$ cat src/rtl/window_pkg.sv
// Shared types and defaults for the window finder: FSM state encoding,
// default probe width and default settle time.
package window_pkg;

   localparam int WF_WIDTH_DEF  = 4;
   localparam int WF_SETTLE_DEF = 1;
   localparam int WF_CNT_W      = 4;

   typedef enum logic [1:0] {
      ST_IDLE   = 2'd0,
      ST_SETTLE = 2'd1,
      ST_SAMPLE = 2'd2,
      ST_DONE   = 2'd3
   } wf_state_e;

endpackage

$ cat src/rtl/window_settle_counter.sv
// Settle timer: cleared by load_i, advances while count_i is high and
// raises tc_o once SETTLE cycles have been spent since the load.
module window_settle_counter
   import window_pkg::*;
#(
   parameter int SETTLE = WF_SETTLE_DEF
) (
   input  logic clk_i,
   input  logic rst_i,
   input  logic load_i,
   input  logic count_i,
   output logic tc_o
);

   localparam logic [WF_CNT_W-1:0] TC_VAL = WF_CNT_W'(SETTLE - 1);

   logic [WF_CNT_W-1:0] cnt_q, cnt_d;

   always_comb begin
      cnt_d = cnt_q;
      if (load_i) begin
         cnt_d = '0;
      end else if (count_i && !tc_o) begin
         cnt_d = cnt_q + WF_CNT_W'(1);
      end
   end

   always_ff @(posedge clk_i) begin
      if (rst_i) begin
         cnt_q <= '0;
      end else begin
         cnt_q <= cnt_d;
      end
   end

   assign tc_o = (cnt_q == TC_VAL);

endmodule

$ cat src/rtl/window_finder.sv
// Sweeps Value from 0 to all-ones against an external window comparator and
// records the lowest/highest in-window probe. Optional flag consistency
// checking is compiled in with WINDOW_FINDER_CHECK_EN.
module window_finder
   import window_pkg::*;
#(
   parameter int WIDTH  = WF_WIDTH_DEF,
   parameter int SETTLE = WF_SETTLE_DEF
) (
   input  logic             clk_i,
   input  logic             rst_i,
   input  logic             start_i,
   input  logic             too_high_i,
   input  logic             ok_i,
   input  logic             too_low_i,
   output logic [WIDTH-1:0] value_o,
   output logic [WIDTH-1:0] found_bottom_o,
   output logic [WIDTH-1:0] found_top_o,
   output logic             busy_o,
   output logic             done_o,
   output logic             valid_o,
   output logic             error_o,
   output logic [1:0]       state_o
);

   localparam logic [1:0] S_IDLE   = ST_IDLE;
   localparam logic [1:0] S_SETTLE = ST_SETTLE;
   localparam logic [1:0] S_SAMPLE = ST_SAMPLE;
   localparam logic [1:0] S_DONE   = ST_DONE;

   logic [1:0]       state_q, state_d;
   logic [WIDTH-1:0] value_q, value_d;
   logic [WIDTH-1:0] fb_q, fb_d;
   logic [WIDTH-1:0] ft_q, ft_d;
   logic             valid_q, valid_d;
   logic             seen_ok_q, seen_ok_d;
   logic             cnt_load, cnt_en, cnt_tc;
   logic             accept_start;

   assign accept_start = (state_q == S_IDLE) && start_i;

   window_settle_counter #(
      .SETTLE (SETTLE)
   ) u_settle (
      .clk_i   (clk_i),
      .rst_i   (rst_i),
      .load_i  (cnt_load),
      .count_i (cnt_en),
      .tc_o    (cnt_tc)
   );

   always_comb begin
      state_d   = state_q;
      value_d   = value_q;
      fb_d      = fb_q;
      ft_d      = ft_q;
      valid_d   = valid_q;
      seen_ok_d = seen_ok_q;
      cnt_load  = 1'b0;
      cnt_en    = 1'b0;
      case (state_q)
         S_IDLE: begin
            if (start_i) begin
               value_d   = '0;
               fb_d      = '0;
               ft_d      = '0;
               valid_d   = 1'b0;
               seen_ok_d = 1'b0;
               cnt_load  = 1'b1;
               state_d   = S_SETTLE;
            end
         end
         S_SETTLE: begin
            if (cnt_tc) begin
               state_d = S_SAMPLE;
            end else begin
               cnt_en = 1'b1;
            end
         end
         S_SAMPLE: begin
            if (ok_i) begin
               if (!seen_ok_q) begin
                  fb_d      = value_q;
                  seen_ok_d = 1'b1;
               end
               ft_d = value_q;
            end
            // The sweep stops at all-ones rather than wrapping back to zero.
            if (value_q != {WIDTH{1'b1}}) begin
               value_d  = value_q + WIDTH'(1);
               cnt_load = 1'b1;
               state_d  = S_SETTLE;
            end else begin
               valid_d = seen_ok_d;
               state_d = S_DONE;
            end
         end
         S_DONE: begin
            state_d = S_IDLE;
         end
         default: begin
            state_d = S_IDLE;
         end
      endcase
   end

   always_ff @(posedge clk_i) begin
      if (rst_i) begin
         state_q   <= S_IDLE;
         value_q   <= '0;
         fb_q      <= '0;
         ft_q      <= '0;
         valid_q   <= 1'b0;
         seen_ok_q <= 1'b0;
      end else begin
         state_q   <= state_d;
         value_q   <= value_d;
         fb_q      <= fb_d;
         ft_q      <= ft_d;
         valid_q   <= valid_d;
         seen_ok_q <= seen_ok_d;
      end
   end

`ifdef WINDOW_FINDER_CHECK_EN
   logic       error_q, error_d;
   logic       seen_hi_q, seen_hi_d;
   logic [2:0] flags;
   logic       order_bad;

   assign flags     = {too_high_i, ok_i, too_low_i};
   // Flags must walk low -> ok -> high as Value rises; any step back is an error.
   assign order_bad = (too_low_i && (seen_ok_q || seen_hi_q)) || (ok_i && seen_hi_q);

   always_comb begin
      error_d   = error_q;
      seen_hi_d = seen_hi_q;
      if (accept_start) begin
         error_d   = 1'b0;
         seen_hi_d = 1'b0;
      end else if (state_q == S_SAMPLE) begin
         if (!$onehot(flags) || order_bad) begin
            error_d = 1'b1;
         end
         if (too_high_i) begin
            seen_hi_d = 1'b1;
         end
      end
   end

   always_ff @(posedge clk_i) begin
      if (rst_i) begin
         error_q   <= 1'b0;
         seen_hi_q <= 1'b0;
      end else begin
         error_q   <= error_d;
         seen_hi_q <= seen_hi_d;
      end
   end

   assign error_o = error_q;
`else
   logic unused_flags;
   assign unused_flags = ^{too_high_i, too_low_i, accept_start};
   assign error_o      = 1'b0;
`endif

   assign value_o        = value_q;
   assign found_bottom_o = fb_q;
   assign found_top_o    = ft_q;
   assign busy_o         = (state_q == S_SETTLE) || (state_q == S_SAMPLE);
   assign done_o         = (state_q == S_DONE);
   assign valid_o        = valid_q;
   assign state_o        = state_q;

endmodule

$ cat config.mk
export PLATFORM = sky130hd
export DESIGN_NAME = window_finder
export DESIGN_NICKNAME = d
export VERILOG_FILES = /design/src/rtl/window_pkg.sv /design/src/rtl/window_settle_counter.sv /design/src/rtl/window_finder.sv
export SDC_FILE = /design/constraint.sdc
export NUM_CORES = 1
export LEC_CHECK = 0
export CAP_MARGIN = 25
export CORE_MARGIN = 2
export CORE_UTILIZATION = 43
export CTS_CLUSTER_SIZE = 10
export DETAILED_ROUTE_END_ITERATION = 6
export GPL_TIMING_DRIVEN = 0
export PLACE_DENSITY = 0.74
export SLEW_MARGIN = 25
export SYNTH_ARGS = -nofsm -noshare
export SYNTH_HDL_FRONTEND = slang
export SYNTH_SLANG_ARGS = --single-unit
$ cat constraint.sdc
create_clock -name clk_i -period 1.5 [get_ports clk_i]
set_input_delay 0.225 -clock clk_i [delete_from_list [all_inputs] [get_ports clk_i]]
set_output_delay 0.225 -clock clk_i [all_outputs]
set_load 0.005 [all_outputs]
Word level (Yosys, flattened, before mapping)
Index checks and enable logic that the tools add are counted.

storage, ports and cells
  memory bits (writable) = 0
  memories kept = 0
  latch bits = 0
  bits in read-only memories = 0
  logic and storage cells = 54
  register bits = 20

operators by class
  eq/ne operators = 10
  bitwise logic cells = 0
  $lt $le $gt $ge = 0
  reduce and logical (&&, ||, !) cells = 13
  $mul = 0
  shifts and indexed selects = 0
  muxes and demuxes = 22
  div/mod/pow operators = 0
  $add $sub $neg = 2

operator list
  kind                   number
  $pmux W4 S2            3
  $mux W4                5
  $ne A2 B2 Y1 const B   5
  $reduce_and A3 Y1      3
  $add A4 B1 Y4 const B  2
  $pmux W2 S4            1
  $mux W1                7
  $mux W2                3
  $pmux W1 S2            3
  $eq A2 B2 Y1 const B   2
  $logic_not A4 Y1       1
  $ne A4 B4 Y1 const B   1
  $reduce_and A2 Y1      2
  $reduce_and A4 Y1      1
  $eq A2 B1 Y1 const B   1
  $logic_not A2 Y1       1
  $ne A2 B1 Y1 const B   1
  $reduce_bool A2 Y1     1
  $reduce_or A2 Y1       1
  $logic_and A1 B1 Y1    1
  $logic_not A1 Y1       1
  $logic_or A1 B1 Y1     1

Logic depth before layout (Yosys ltp)
  depth in word-level cells = 4
  mapped depth = 7
  depth with buffers taken out = 6

Hierarchy
From an unflattened synthesis, not the netlist that was laid out.

second synthesis, totals
  cell total of the unflattened synthesis = 116
  area total of the unflattened synthesis = 1082.3 µm²

by module, submodules not included
  module                 area each (µm²)  cells each  times used
  window_finder          867.1            91          1
  window_settle_counter  215.2            25          1

Worst setup path after synthesis
OpenSTA, ideal clock, no wires.

  kind = flip-flop to flip-flop
  start = register state_q[0] (netlist: state_o[0])
  end = register fb_q[0] (netlist: found_bottom_o[0])
  library setup time = 0.092 ns
  data arrival time = 1.489 ns
  path slack = -0.081 ns
  period minus slack after synthesis = 1.581 ns
  stages on the path, launching flop included = 7
  data required time = 1.408 ns
  cell sequence = dfxtp_1 inv_1 ha_1 mux2_4 o21ai_2 or3_4 o32ai_1

on the way
  cells in the longest elaborated chain, start to end = 3

ends and longest elaborated chain
  item                                                                 line                  RTL
  start: declaration                                                   window_finder.sv:31   logic [1:0] state_q, state_d;
  start signal: assignment                                             window_finder.sv:116  state_q <= state_d;
  $eq A2 B2 Y1 or $logic_not A2 Y1 (tied branches)                     window_finder.sv:61   case (state_q)
  $ne A2 B2 Y1 (no source line) or $reduce_bool A2 Y1 (tied branches)  --
  $reduce_and A4 Y1 (no source line)                                   --
  end signal: assignment                                               window_finder.sv:111  fb_q <= '0;
  end signal: assignment                                               window_finder.sv:118  fb_q <= fb_d;
  end: declaration                                                     window_finder.sv:33   logic [WIDTH-1:0] fb_q, fb_d;

Several ways; a longest one is shown, not always the timed one.
A chain may end at the register's enable or synchronous reset.

Worst setup path in the final report
  start = register state_q[1] (netlist: state_o[1])
  end = register fb_q[0] (netlist: found_bottom_o[0])

Same word-level chain as after synthesis.

==> summary.txt <==
Worst setup path
  – Critical-path top delay cell: or3_4
  – WP data arrival: 1710 ps
  – Kind of critical path: flop to flop
  – CP endpoint kind: flop
  – CP max stage delay: 380 ps
  – Critical path, cell by cell: inv_2, ha_4, mux2_4, o21ai_4, or3_4, o32ai_2
  – Reg2reg setup slack: 30 ps
  – Worst flop-to-flop path startpoint: state_o[1]$_SDFFE_PP0P_
  – Crit path launch type: flop
  – FF-to-FF path depth: 6
  – Worst r2r dst: found_bottom_o[0]$_SDFFE_PP0P_
  – Worst EP required: 1730 ps
  – Max FO, Critical Path: 4

Logic synthesis
  – Top cells by area, synth: dfxtp_1 (41%), ha_1 (9.0%), a21oi_1 (5.2%)
  – Count of cell types in the netlist: 32
  – Area fraction of the dominant cell type after synthesis: 41.3%
  – Synth Flop Type: dfxtp_1
  – Syn Inst Count: 111
  – Syn nets: 124
  – Warnings from Yosys: 0
  – Post-synthesis sequential area ratio: 41.3%
  – Top cell type by total area after synthesis: dfxtp_1
  – Post-synth ARST share: 0%
  – Synth Area per Inst: 8.72 sq um
  – Commonest cells post-synth: dfxtp_1 (20), a21oi_1 (10), nand2_1 (10)
  – Yosys reg bits: 20
  – Most common cell in the netlist: dfxtp_1
  – Mapped cell area: 968 sq um
  – Post-synth EDFFs: 0

Final layout
  – Share of layout cells above drive strength 1: 28.5%
  – Nets: 158
  – Diodes inserted: 0
  – Final instance area: 1430 sq um
  – Syn-to-layout area delta: 47.9%

Placement
  – Placed Area: 1210 sq um
  – I/O Buffers: 20
  – Place WS: -213 ps
  – Gpl congestion: 0.839
  – Final HPWL DP: 1520 um

Power
  – Power Dens Cells: 1130 nW/um^2
  – Leakage power: 0.529 nW
  – Pwr Total: 1.61 mW
  – Peak VDD IR: 0.715 mV

Clocking
  – CTS Sinks: 20
  – H-tree levels: 1
  – Number of buffers created by CTS: 3
  – Clock Latency Late Sink: 310 ps
  – CTS max path bufs: 2
  – Clock-pin slew on the worst setup and hold paths: 120 ps
  – CTS tree: done
  – CTS Root Buffer Type: clkbuf_4

Floorplanning
  – Starting Density: 44.6%
  – Total I/O pin count: 24
  – Core area: 2170 sq um
  – Die width: 51.5 um
  – Placement Rows: 17
  – Die Area: 2650 sq um
  – Die height: 51.5 um

Min path
  – Hold EP: found_top_o[1]$_SDFFE_PP0P_
  – Worst min-delay path category: flop to flop
  – Worst hold start: found_top_o[1]$_SDFFE_PP0P_
  – Hold-critical path depth: 2

Global route
  – GR Util All Layers: 18.8%
  – Largest net degree at the start of global routing: 13
  – Initial antenna violation count: 0
  – GRT Residual Overflow: 0
  – Number of global-route vias before repair: 874
  – First-pass GRT wire length: 3730 um

Timing
  – Tcrit/Tclk final: 98.3%
  – Final Slew Violations: 0
  – Final TNS setup: 0 ps
  – Final Hold Fails: 0
  – Clock skew: 8.41 ps
  – Final critical-path required period: 1470 ps
  – Final setup viols: 0
  – Hold WS: 465 ps
  – RSZ-0062 raised after global routing: true
  – Worst Slack Setup Final: 25.3 ps
  – Max Clock Freq: 0.678 GHz

Routing
  – Met3 WL: 68 um
  – WL met2: 1240 um
  – Vias per Instance: 5.50
  – Top Layer Used: met4
  – Wire length on met1: 1050 um
  – Vias: 946
  – Final ANT Viol Nets: 0
  – WL/cell: 13.9 um
  – Drt drc: 0
  – Drt pass-1 iters: 5
  – Detailed Route WL: 2390 um
  – Initial DRC count: 14

Run
  – Maxcap violations: 0

Outcome
  – Outcome: complete, no violations
==> area by class of cell <==
class                      count  area, sq um
clock buffer                   3         22.5
fill                         192          737
timing repair buffer          30          278
multi-input combinational     77          592
inverter                       9         33.8
sequential                    20          418
buffer                         4         23.8
clock inverter                 1         30.0
tap                           28         35.0
==> per-stage QoR <==
step | utilization (%) | std cells
5_1_grt | 66.0 | 172
2_1_floorplan | - | 111
4_1_cts | 63.3 | 168
3_5_place_dp | 55.7 | 159
6_report | 66.0 | 172
3_3_place_gp | 55.7 | 159
==> how the worst max path moves through the flow <==
stage	start	endpoint	slack (ps)	depth (start not counted)
after floorplan	state_o[0]$_SDFFE_PP0P_	found_bottom_o[0]$_SDFFE_PP0P_	20	6
after global placement	rst_i	seen_ok_q$_SDFFE_PP0P_	-200	4
after detailed placement	rst_i	seen_ok_q$_SDFFE_PP0P_	-210	4
after CTS	state_o[0]$_SDFFE_PP0P_	found_bottom_o[1]$_SDFFE_PP0P_	2	6
after global routing	state_o[1]$_SDFFE_PP0P_	found_bottom_o[0]$_SDFFE_PP0P_	-30	6
final	state_o[1]$_SDFFE_PP0P_	found_bottom_o[0]$_SDFFE_PP0P_	30	6
==> power breakdown <==
group	internal [mW]	switching [mW]
Combinational	0.285	0.281
Sequential	0.567	0.0335
Clock	0.270	0.178
==> registers in the layout (all words and copies together) (netlist names) <==
name,cells
u_settle.cnt_q,4
found_bottom_o,4
valid_o,1
state_o,2
seen_ok_q,1
found_top_o,4
value_o,4
==> logic make-up after synthesis <==
group           after synthesis  synth area share, %
mux                           2                 2.58
compound gates               27                 18.9
buf+inv                      14                 6.07
fa+ha+maj                     7                 9.04
flops                        20                 41.3
other cells                   1                0.387
xor+xnor                      2                 1.81
simple gates                 38                 19.9
==> per-layer routing <==
metal / global-route usage [%] / vias to the layer above
li1: - / 460
met1: 22.1 / 465
met2: 31.8 / 17
met3: 3.80 / 4
met4: 10.1 / 0
met5: 0 / -
==> cells in the final DEF (no fill, tap or decap), types with 3 or more instances in the layout <==
cell             count
clkdlybuf4s50_1     16
dfxtp_1             14
nand2_1              9
a21oi_1              9
buf_4                9
nor2_1               8
inv_1                7
nand4_1              6
nand2b_1             5
clkbuf_4             4
o32ai_2              4
nand3_1              4
ha_1                 4
dlygate4sd2_1        4
dfxtp_4              4
a211oi_1             3
==> worst max-delay path, delay by kind of cell, from the launching register on <==
| kind | cells | cell delay, ps |
|---|---|---|
| AO/OA/AOI/OAI | 2 | 180 |
| adder cells (fa/ha/maj) | 1 | 170 |
| buffers and inverters | 1 | 60 |
| flip-flops | 1 | 370 |
| multiplexers | 1 | 240 |
| AND/OR/NAND/NOR | 1 | 380 |
==> what timing repair did <==
action | CTS | global route
hold buffers | 0 | 0
setup buffers | 6 | 4
gates resized for setup | 22 | 10
pin swaps | 5 | 4
setup endpoints to repair | 16 | 20
Note: power is estimated with default switching activity, not from simulation.
==> RTL edit: new RTL, config.mk and constraints unchanged <==
Register the input `start_i` before use. The logic sees it one clock later. The other inputs are not delayed to match.
--- a/src/rtl/window_finder.sv
+++ b/src/rtl/window_finder.sv
@@ -30,2 +30,8 @@
 
+   logic start_q;
+
+   always_ff @(posedge clk_i) begin
+      start_q <= start_i;
+   end
+
    logic [1:0]       state_q, state_d;
@@ -39,3 +45,3 @@
 
-   assign accept_start = (state_q == S_IDLE) && start_i;
+   assign accept_start = (state_q == S_IDLE) && start_q;
 
@@ -62,3 +68,3 @@
          S_IDLE: begin
-            if (start_i) begin
+            if (start_q) begin
                value_d   = '0;
Formal check against the unedited RTL: not equivalent (Yosys sat finds a counterexample within 4 cycles, from zero or initial values and one cycle with rst_i high).
==> RTL edit against the original RTL <==
The flow now finishes with violations (setup timing); die area increased by 7.6%; hold slack got worse by 130 ps; area after synthesis increased by 8.3%; power decreased by 6.2%; core utilization decreased by 0.55 points; worst setup slack got worse by 34 ps; sequential share of layout area increased by 0.41 points; largest power group unchanged; sequential cell count increased by 1; routed wire length increased by 19%; design area increased by 3.1%; critical path depth decreased by 1; largest cell class unchanged; critical path type unchanged.
==> RTL edit: results (changes against the original RTL) <==
Parameter                              Value

Outcome
  Status ... complete, but fails checks (was finished, final reports clean)
  Failing checks ... setup timing

Final layout
  Multi-Input Combinational ... 84 (was 77)
  # clk buffers ... 4 (was 3)
  Fraction of layout instances using a drive strength above 1 ... 0.284 (was 0.285)
  Relative area of clock buffers and inverters in the final design ... 0.0178 (was 0.0367)
  Final non-filler cell total ... 176 (was 172)
  Layout sequential cell count ... 21 (was 20)
  Number of fillers in the final layout ... 201 (was 192)
  Number of logic inverters in the finished layout ... 6 (was 9)

GRT
  Global-route wire length before repair ... 4.35 mm (was 3.73 mm)
  Via count of the first global-routing pass ... 951 (was 874)
  Met1 Usage GRT ... 0.261 (was 0.221)

Placed design
  Post-DP HPWL ... 1.75 mm (was 1.52 mm)
  Number of buffer cells added on primary ports ... 19 (was 20)
  Placed inst area ... 0.00128 mm2 (was 0.00121 mm2)
  Placer Congestion ... 0.800 (was 0.839)
  Cell count after placement ... 166 (was 159)

Yosys
  Synthesized-area fraction occupied by ao, oa, aoi and oai cells ... 0.242 (was 0.189)
  Post-synthesis sequential area ratio ... 0.401 (was 0.413)
  Gate Count Post-Synth ... 119 (was 111)
  Adder-cell share of the synthesized area ... 0.0835 (was 0.0904)
  Top cell types by occurrence after synthesis ... sky130_fd_sc_hd__dfxtp_1 (21), sky130_fd_sc_hd__a21oi_1 (13), sky130_fd_sc_hd__o21ai_0 (11) (was sky130_fd_sc_hd__dfxtp_1 (20), sky130_fd_sc_hd__a21oi_1 (10), sky130_fd_sc_hd__nand2_1 (10))

Timing
  Final-report setup violation count ... 1 (was 0)
  Final WS setup ... -8.26 ps (was 25.3 ps)
  Setup clock skew after layout ... 2.43 ps (was 8.41 ps)

Detailed routing
  Met3 WL post-DR ... 126 um (was 68 um)

Worst setup path
  Delay of the slowest critical-path stage ... 490 ps (was 380 ps)
RTL edit: cell types whose count changed in the layout (fill, tap and decap cells not counted), moves of 5 or more:
cell                       before  now
sky130_fd_sc_hd__nand2_1        9    3
sky130_fd_sc_hd__nand2b_1       5    0
sky130_fd_sc_hd__nor2_1         8    3
sky130_fd_sc_hd__o21ai_0        2   11
RTL edit: through the flow:
step,setup slack (ps),util
floorplan,2.82,-
global placement,-188,0.567
detailed placement,-209,0.567
CTS,-42.8,0.610
global route,-49.0,0.655
finish,-8.26,0.655
RTL edit: final timing paths:
path | start | cells past startpoint | end
setup / recovery | state_o[0] | 5 | found_bottom_o[3]
hold reg to reg | found_bottom_o[3] | 2 | found_bottom_o[3]
setup reg to reg | state_o[0] | 5 | found_bottom_o[3]
hold / removal | rst_i | 2 | value_o[2]
RTL edit: power breakdown:
group          internal (mW)  leakage (nW)  switching (mW)
clock network          0.104        0.0150           0.178
registers              0.591         0.174          0.0296
logic                  0.295         0.352           0.317
